## src/rtl/irq_controller_if.sv

```systemverilog
// Request/acknowledge bundle between peripherals, core CSRs and irq_controller.
// "slave" is the controller's view; "master" is the core/peripheral side.
interface irq_controller_if #(
  parameter int unsigned N_IRQ = 16
);
  logic [N_IRQ-1:0] int_req_i;
  logic [31:0]      mie_i;
  logic             INT_RST_i;
  logic             INT_o;
  logic [31:0]      mcause_o;
  logic [N_IRQ-1:0] int_fin_o;

  modport slave (
    input  int_req_i, mie_i, INT_RST_i,
    output INT_o, mcause_o, int_fin_o
  );

  modport master (
    output int_req_i, mie_i, INT_RST_i,
    input  INT_o, mcause_o, int_fin_o
  );
endinterface

```

## src/rtl/irq_controller.sv

```systemverilog
// Round-robin interrupt controller: scans masked level requests, raises INT_o
// with an mcause code, and strobes int_fin_o to the serviced source on INT_RST_i.
module irq_controller #(
  parameter int unsigned N_IRQ = 16,
  localparam int unsigned IDX_W = (N_IRQ > 1) ? $clog2(N_IRQ) : 1
) (
  input  logic               clk_i,
  input  logic               rst_i,
  irq_controller_if.slave    bus
);

  typedef enum logic [1:0] {SCAN, WAIT_ACK, FIN} state_t;

  state_t           state_q, state_d;
  logic [IDX_W-1:0] cnt_q, cnt_d;
  logic [IDX_W-1:0] idx_q, idx_d;
  logic             int_q, int_d;
  logic [31:0]      mcause_q, mcause_d;
  logic [N_IRQ-1:0] fin_q, fin_d;

  logic [N_IRQ-1:0] mie_n;
  logic             hit;

  assign mie_n = bus.mie_i[N_IRQ-1:0];
  assign hit   = bus.int_req_i[cnt_q] & mie_n[cnt_q];

  // Wrap at N_IRQ-1 rather than at the counter's natural overflow.
  function automatic logic [IDX_W-1:0] wrap_inc(input logic [IDX_W-1:0] x);
    if (x == IDX_W'(N_IRQ - 1)) return '0;
    else                        return x + IDX_W'(1);
  endfunction

  always_ff @(posedge clk_i or posedge rst_i) begin
    if (rst_i) begin
      state_q  <= SCAN;
      cnt_q    <= '0;
      idx_q    <= '0;
      int_q    <= 1'b0;
      mcause_q <= '0;
      fin_q    <= '0;
    end else begin
      state_q  <= state_d;
      cnt_q    <= cnt_d;
      idx_q    <= idx_d;
      int_q    <= int_d;
      mcause_q <= mcause_d;
      fin_q    <= fin_d;
    end
  end

  always_comb begin
    state_d = state_q;
    case (state_q)
      SCAN:     if (hit) state_d = WAIT_ACK;
      WAIT_ACK: if (bus.INT_RST_i) state_d = FIN;
      FIN:      state_d = SCAN;
      default:  state_d = SCAN;
    endcase
  end

  always_comb begin
    cnt_d    = cnt_q;
    idx_d    = idx_q;
    int_d    = int_q;
    mcause_d = mcause_q;
    fin_d    = '0;
    case (state_q)
      SCAN: begin
        if (hit) begin
          idx_d    = cnt_q;
          mcause_d = {1'b1, 26'b0, 5'(cnt_q)};
          int_d    = 1'b1;
        end else begin
          cnt_d = wrap_inc(cnt_q);
        end
      end
      WAIT_ACK: begin
        if (bus.INT_RST_i) begin
          int_d = 1'b0;
          fin_d = N_IRQ'(1) << idx_q;
        end
      end
      FIN:     cnt_d = wrap_inc(idx_q);
      default: ;
    endcase
  end

  assign bus.INT_o     = int_q;
  assign bus.mcause_o  = mcause_q;
  assign bus.int_fin_o = fin_q;

endmodule

```

## src/flat_wrapper.sv

```systemverilog
// flat-port wrapper written by rule: the top's interface ports become plain ports
module irq_controller_flat 
#(
  parameter int unsigned N_IRQ = 16,
  localparam int unsigned IDX_W = (N_IRQ > 1) ? $clog2(N_IRQ) : 1
)
  (clk_i, rst_i, bus_int_req_i, bus_mie_i, bus_INT_RST_i, bus_INT_o, bus_mcause_o, bus_int_fin_o);
  irq_controller_if #(.N_IRQ(N_IRQ)) bus_i ();
  input  logic clk_i;
  input  logic rst_i;
  input wire logic [$bits(bus_i.int_req_i)-1:0] bus_int_req_i;
  input wire logic [$bits(bus_i.mie_i)-1:0] bus_mie_i;
  input wire logic [$bits(bus_i.INT_RST_i)-1:0] bus_INT_RST_i;
  output wire logic [$bits(bus_i.INT_o)-1:0] bus_INT_o;
  output wire logic [$bits(bus_i.mcause_o)-1:0] bus_mcause_o;
  output wire logic [$bits(bus_i.int_fin_o)-1:0] bus_int_fin_o;
  assign bus_i.int_req_i = bus_int_req_i;
  assign bus_i.mie_i = bus_mie_i;
  assign bus_i.INT_RST_i = bus_INT_RST_i;
  assign bus_INT_o = bus_i.INT_o;
  assign bus_mcause_o = bus_i.mcause_o;
  assign bus_int_fin_o = bus_i.int_fin_o;
  irq_controller #(.N_IRQ(N_IRQ)) u_core (.clk_i(clk_i), .rst_i(rst_i), .bus(bus_i));
endmodule
```

## config.mk

```make
export PLATFORM = sky130hd
export DESIGN_NAME = irq_controller_flat
export DESIGN_NICKNAME = d
export VERILOG_FILES = /design/src/rtl/irq_controller_if.sv /design/src/rtl/irq_controller.sv /design/src/flat_wrapper.sv
export SDC_FILE = /design/constraint.sdc
export NUM_CORES = 1
export LEC_CHECK = 0
export ABC_AREA = 1
export CORE_UTILIZATION = 40
export DETAILED_ROUTE_END_ITERATION = 10
export GPL_ROUTABILITY_DRIVEN = 0
export HOLD_SLACK_MARGIN = 0.08
export PLACE_DENSITY = 0.83
export SLEW_MARGIN = 5
export SYNTH_ARGS = -nofsm -noshare
export SYNTH_HDL_FRONTEND = slang
export SYNTH_SLANG_ARGS = --single-unit
```

## constraint.sdc

```tcl
create_clock -name clk_i -period 2.3 [get_ports clk_i]
set_clock_uncertainty 0.15 [all_clocks]
set_input_delay 0.345 -clock clk_i [delete_from_list [all_inputs] [get_ports clk_i]]
set_output_delay 0.345 -clock clk_i [all_outputs]
set_load 0.02 [all_outputs]
```

; ---- Word level (Yosys, flattened, before mapping)
; Cells that the tools add are included.
[totals]
input_bits = 51
output_inout_bits = 49
elab_cells = 41
regBits = 32
[op_classes]
n_eq_ne = 7
shift = 1
add_sub_neg = 2
reduce_logical = 7
order_cmp = 1
n_bitwise = 1
muxes = 16
[op_table]
columns = op, n
row1 = $mux 16, 2
row2 = $shl 1x4->16 const A, 1
row3 = $mux 4, 3
row4 = $add 4x1->4 const B, 2
row5 = $bmux 1 s4, 2
row6 = $eq 4x4->1 const B, 2
row7 = $pmux 4 s2, 1
row8 = $reduce_and 2->1, 3
row9 = $lt 4x5->1 const B, 1
row10 = $mux 1, 4
row11 = $mux 2, 2
row12 = $ne 2x2->1 const B, 2
row13 = $pmux 2 s2, 1
row14 = $reduce_bool 2->1, 2
row15 = $reduce_and 3->1, 1
row16 = $eq 2x1->1 const B, 1
row17 = $eq 2x2->1 const B, 1
row18 = $logic_not 2->1, 1
row19 = $ne 2x1->1 const B, 1
row20 = $pmux 1 s2, 1
row21 = $and 1x1->1, 1

; ---- Logic depth before layout (Yosys ltp)
; Gate-level depths: netlist (run 1).
[logic_depth]
word_depth = 5
ltp_mapped = 12
ltp_nobuf = 11

; ---- Worst setup path before layout (run 1)
; OpenSTA, ideal clock, no wires.
[synth_timing]
kind = register -> register
startpoint = register u_core.idx_q[0]
endpoint = register u_core.cnt_q[2]
path_slack_ps = 770
stages_incl_launch_ff = 6
arrival_time_ps = 1315
t_required_ps = 2085
setup_time_ps = 65
synth_period_minus_slack_ps = 1530
path_buffers = 0
path_cell_list = dfrtp_1 ha_1 ha_1 o22ai_1 nand3_1 nand2_1
[synth_between]
elab_chain_len = 3
elab_cells_between_ends = 4
classes_between = add/sub: 1 / eq/ne: 1 / mux: 2
[synth_lines]
columns = element, line
row1 = start: declaration, irq_controller.sv:16  ; logic [IDX_W-1:0] idx_q, idx_d;
row2 = start signal: assignment, irq_controller.sv:44  ; idx_q <= idx_d;
row3 = $add 4x1->4 or $eq 4x4->1 (tied branches), "irq_controller.sv:30, irq_controller.sv:29"
row4 = $mux 4 *, irq_controller.sv:29  ; if (x == IDX_W'(N_IRQ - 1)) return '0;
row5 = $pmux 4 s2 *, irq_controller.sv:67  ; case (state_q)
row6 = end signal: assignment, irq_controller.sv:43  ; cnt_q <= cnt_d;
row7 = end: declaration, irq_controller.sv:15  ; logic [IDX_W-1:0] cnt_q, cnt_d;
; Every way passes the cells marked *; elsewhere a longest branch is shown, timed or not.
; A chain may end at the register's enable or synchronous reset.

==> reports/metrics.csv, run 1 <==
stage;metric;value;unit
critical_path;worst-path-stages;1;
floorplanning;fp.coreArea;4000;sq um
pwr;switchingPower;1.003;mW
critical_path;critPathTopFamily;buffers and inverters;
critical_path;worstPathMaxFanout;9;
outcome;outcome;finished clean;
layout;mostFrequentLayoutCell;clkdlybuf4s50_1;
routing;via_count;1408;
pwr;leakagePower;1.096;nW
floorplanning;io_pins;100;
cts;clk_latency;0.27;ns
layout;finish.utilization;0.5608;
critical_path;worstSetupStartpointType;flip-flop;
critical_path;arrival;1.47;ns
layout;final_area;2243;sq um
job;maxCapViolCount;0;
cts;clk_transition_reported_paths;0.09;ns
timing;tightest_slew;0.5183;ns
pwr;ir_drop;0.4147;mV
timing;rsz0062_at_grt;false;
layout;synthToLayoutAreaGrowth;33.81;%
critical_path;worst-path-buf-inv;1;
global_route;grt_pass1_wl;5968;um
routing;wl;3428;um
logic_synthesis;synthTopCellsByArea;dfrtp_1, buf_4, nand3_1;
timing;setup_viol;0;
critical_path;critPathRequiredTime;1.80;ns
routing;first_pass_iters;4;
floorplanning;dieArea;4454;sq um
logic_synthesis;synth.ff_latch_count;28;
routing;viasPerCell;4.601;
logic_synthesis;synth_top_area_share;0.4179;
floorplanning;start_util;0.4191;
routing;drc;0;
min_path;min_path_type;primary input to async pin;
place;dp_cells;302;
critical_path;crit_type;flip-flop to output pin;
place;place.port_buffers;56;
routing;postRouteAntennaNets;0;
timing;slew_viol_final;0;
pwr;p_comb_frac;0.488;
global_route;antenna_found_initial;0;
critical_path;crit_path_end_kind;output pin;
timing;min_period;1.962;ns
layout;n_antenna_cell;0;
pwr;power_density;1005;nW/um^2
layout;fillerInstances;379;
critical_path;reg2reg_depth;9;
cts;tritoncts;done;
critical_path;max_stage_delay;0.67;ns
cts;cts-resized-gates;0;
critical_path;cp_slowest_cell;clkdlybuf4s50_1;
pwr;p_clk_frac;0.167;
cts;clock_path_buffers;2;
timing;finalCritPeriodShare;0.8528;
global_route;track_usage;0.1772;
timing;hold_viol_final;0;
cts;post-cts-setup-buffers;0;
cts;htree_levels;1;
timing;slew_headroom;0.6545;
global_route;grt_pass1_vias;1401;
cts;cts_sinks;28;
global_route;grt-ovfl-total;0;
cts;holdBufCountCts;0;
logic_synthesis;synth_cell_type_count;23;
pwr;switching_share;0.4447;
logic_synthesis;syn_inst;199;
timing;fmax;0.5098;GHz
floorplanning;fp.dieW;66.74;um
logic_synthesis;yosysSeqAreaShare;0.4179;
layout;layout-drive-gt1-share;0.08984;
logic_synthesis;yosysWarnings;0;
place;place_area;2172;sq um
pwr;p_seq_frac;0.345;
layout;finalNonFillerCells;306;
layout;multi_input_area;748.2;sq um
layout;finalNetCount;315;
logic_synthesis;netlist_area;1677;sq um
cts;root_buffer;clkbuf_8;
routing;drt_iter0_markers;71;
global_route;grt_max_degree;29;
logic_synthesis;avgSynthCellArea;8.425;sq um
layout;mostFrequentLayoutCells;clkdlybuf4s50_1, nand3_1, nand2_1;
logic_synthesis;synth_top_area_cell;dfrtp_1;
routing;wl_per_cell;11.20;um
pwr;power.internal;1.252;mW
cts;numCtsBuffers;3;
timing;finalSetupTns;0;ns
layout;regArea;700.7;sq um
place;dpl.hpwl;2634;um
floorplanning;placementRows;23;
critical_path;crit_chain;clkdlybuf4s50_1;
floorplanning;die_h;66.74;um
critical_path;rrSetupSlack;0.51;ns
[synthesized netlist by cell type, drive strengths merged]
| cell type | n |
|---|---|
| a21oi | 1 |
| buf | 30 |
| conb | 1 |
| dfrtp | 28 |
| ha | 7 |
| inv | 22 |
| nand2 | 37 |
| nand3 | 40 |
| nor2 | 25 |
| o21ai | 3 |
| o22ai | 3 |
| xor2 | 2 |
[through the flow]
step | total power, mW | worst slack, ns | hold slack, ns
after detailed placement | 1.877 | 0.4335 | 0.3030
after global routing | 2.437 | 0.2937 | 0.3391
after floorplan | 1.608 | 0.7700 | 0.2604
after CTS | 2.271 | 0.3514 | 0.2916
final | 2.255 | 0.3384 | 0.2817
after global placement | 1.832 | 0.4771 | 0.3006
[worst min-delay path, cell delays in order]
cell and delay (ns):
clkdlybuf4s50_1 0.39, inv_1 0.05, buf_4 0.31
[path summary, 6_finish.rpt]
path | startpoint | to
min in group clk_i | u_core.bus.mcause_o[31] | u_core.bus.mcause_o[31]
min | rst_i | u_core.cnt_q[0]
max in group asynchronous | rst_i | u_core.state_q[1]
min reg2reg | u_core.bus.mcause_o[31] | u_core.bus.mcause_o[31]
max reg2reg | u_core.cnt_q[1] | u_core.idx_q[2]
max | u_core.idx_q[2] | bus_mcause_o[2]
[power by group through the flow]
stage	Clock (mW)	Combinational (mW)	Sequential, mW
global placement	0	1.05	0.780
global route	0.411	1.23	0.797
detailed placement	0	1.09	0.783
finish	0.377	1.10	0.778
floorplan	0	0.868	0.740
CTS	0.388	1.11	0.775
[area by class of cell]
| class | instances | share of cell area |
|---|---|---|
| flip-flops and latches | 28 | 0.3123 |
| clock buffers | 3 | 0.01840 |
| well taps | 50 | 0.02789 |
| repair buffers | 57 | 0.2532 |
| multi-input cells | 145 | 0.3335 |
| inverters | 22 | 0.04127 |
| clock inverters | 1 | 0.01339 |
[kinds of logic (layout without fill, tap and decap cells)]
family,after synthesis,in the layout,share of synthesized area
XOR/XNOR,2,2,0.01045
AO/OA/AOI/OAI,7,7,0.02762
other,1,27,0.002237
adder cells (fa/ha/maj),7,7,0.05224
buffers and inverters,52,83,0.1940
flip-flops,28,28,0.4179
AND/OR/NAND/NOR,102,102,0.2955
[routing by layer]
metal,vias to the layer above,routed length [um],GRT usage
li1,689,-,-
met2,69,1749,0.3194
met5,-,0,0
met4,0,68,0.07713
met3,10,190,0.02397
met1,640,1420,0.2062
[flip-flops by register name (all words and copies together) (netlist names)]
register,flops
u_core.cnt_q,4
u_core.state_q,2
u_core.bus.int_fin_o,16
u_core.bus.INT_o,1
u_core.bus.mcause_o,2
u_core.idx_q,3
Power figures use the tool's default switching activity.
==> inputs of run 2 (changes only) <==
--- a/config.mk
+++ b/config.mk
@@ -11,7 +11,7 @@
 export GPL_ROUTABILITY_DRIVEN = 0
 export HOLD_SLACK_MARGIN = 0.08
 export PLACE_DENSITY = 0.83
-export SLEW_MARGIN = 5
+export SLEW_MARGIN = 10
 export SYNTH_ARGS = -nofsm -noshare
 export SYNTH_HDL_FRONTEND = slang
 export SYNTH_SLANG_ARGS = --single-unit
==> results of run 2 <==
The final DEF is identical to that of run 1; final timing and power are the same.
==> inputs of run 3 (changes only) <==
--- a/config.mk
+++ b/config.mk
@@ -6,6 +6,7 @@
 export NUM_CORES = 1
 export LEC_CHECK = 0
 export ABC_AREA = 1
+export CAP_MARGIN = 30
 export CORE_UTILIZATION = 40
 export DETAILED_ROUTE_END_ITERATION = 10
 export GPL_ROUTABILITY_DRIVEN = 0
==> results of run 3 <==
The final DEF is identical to that of run 1; final timing and power are the same.
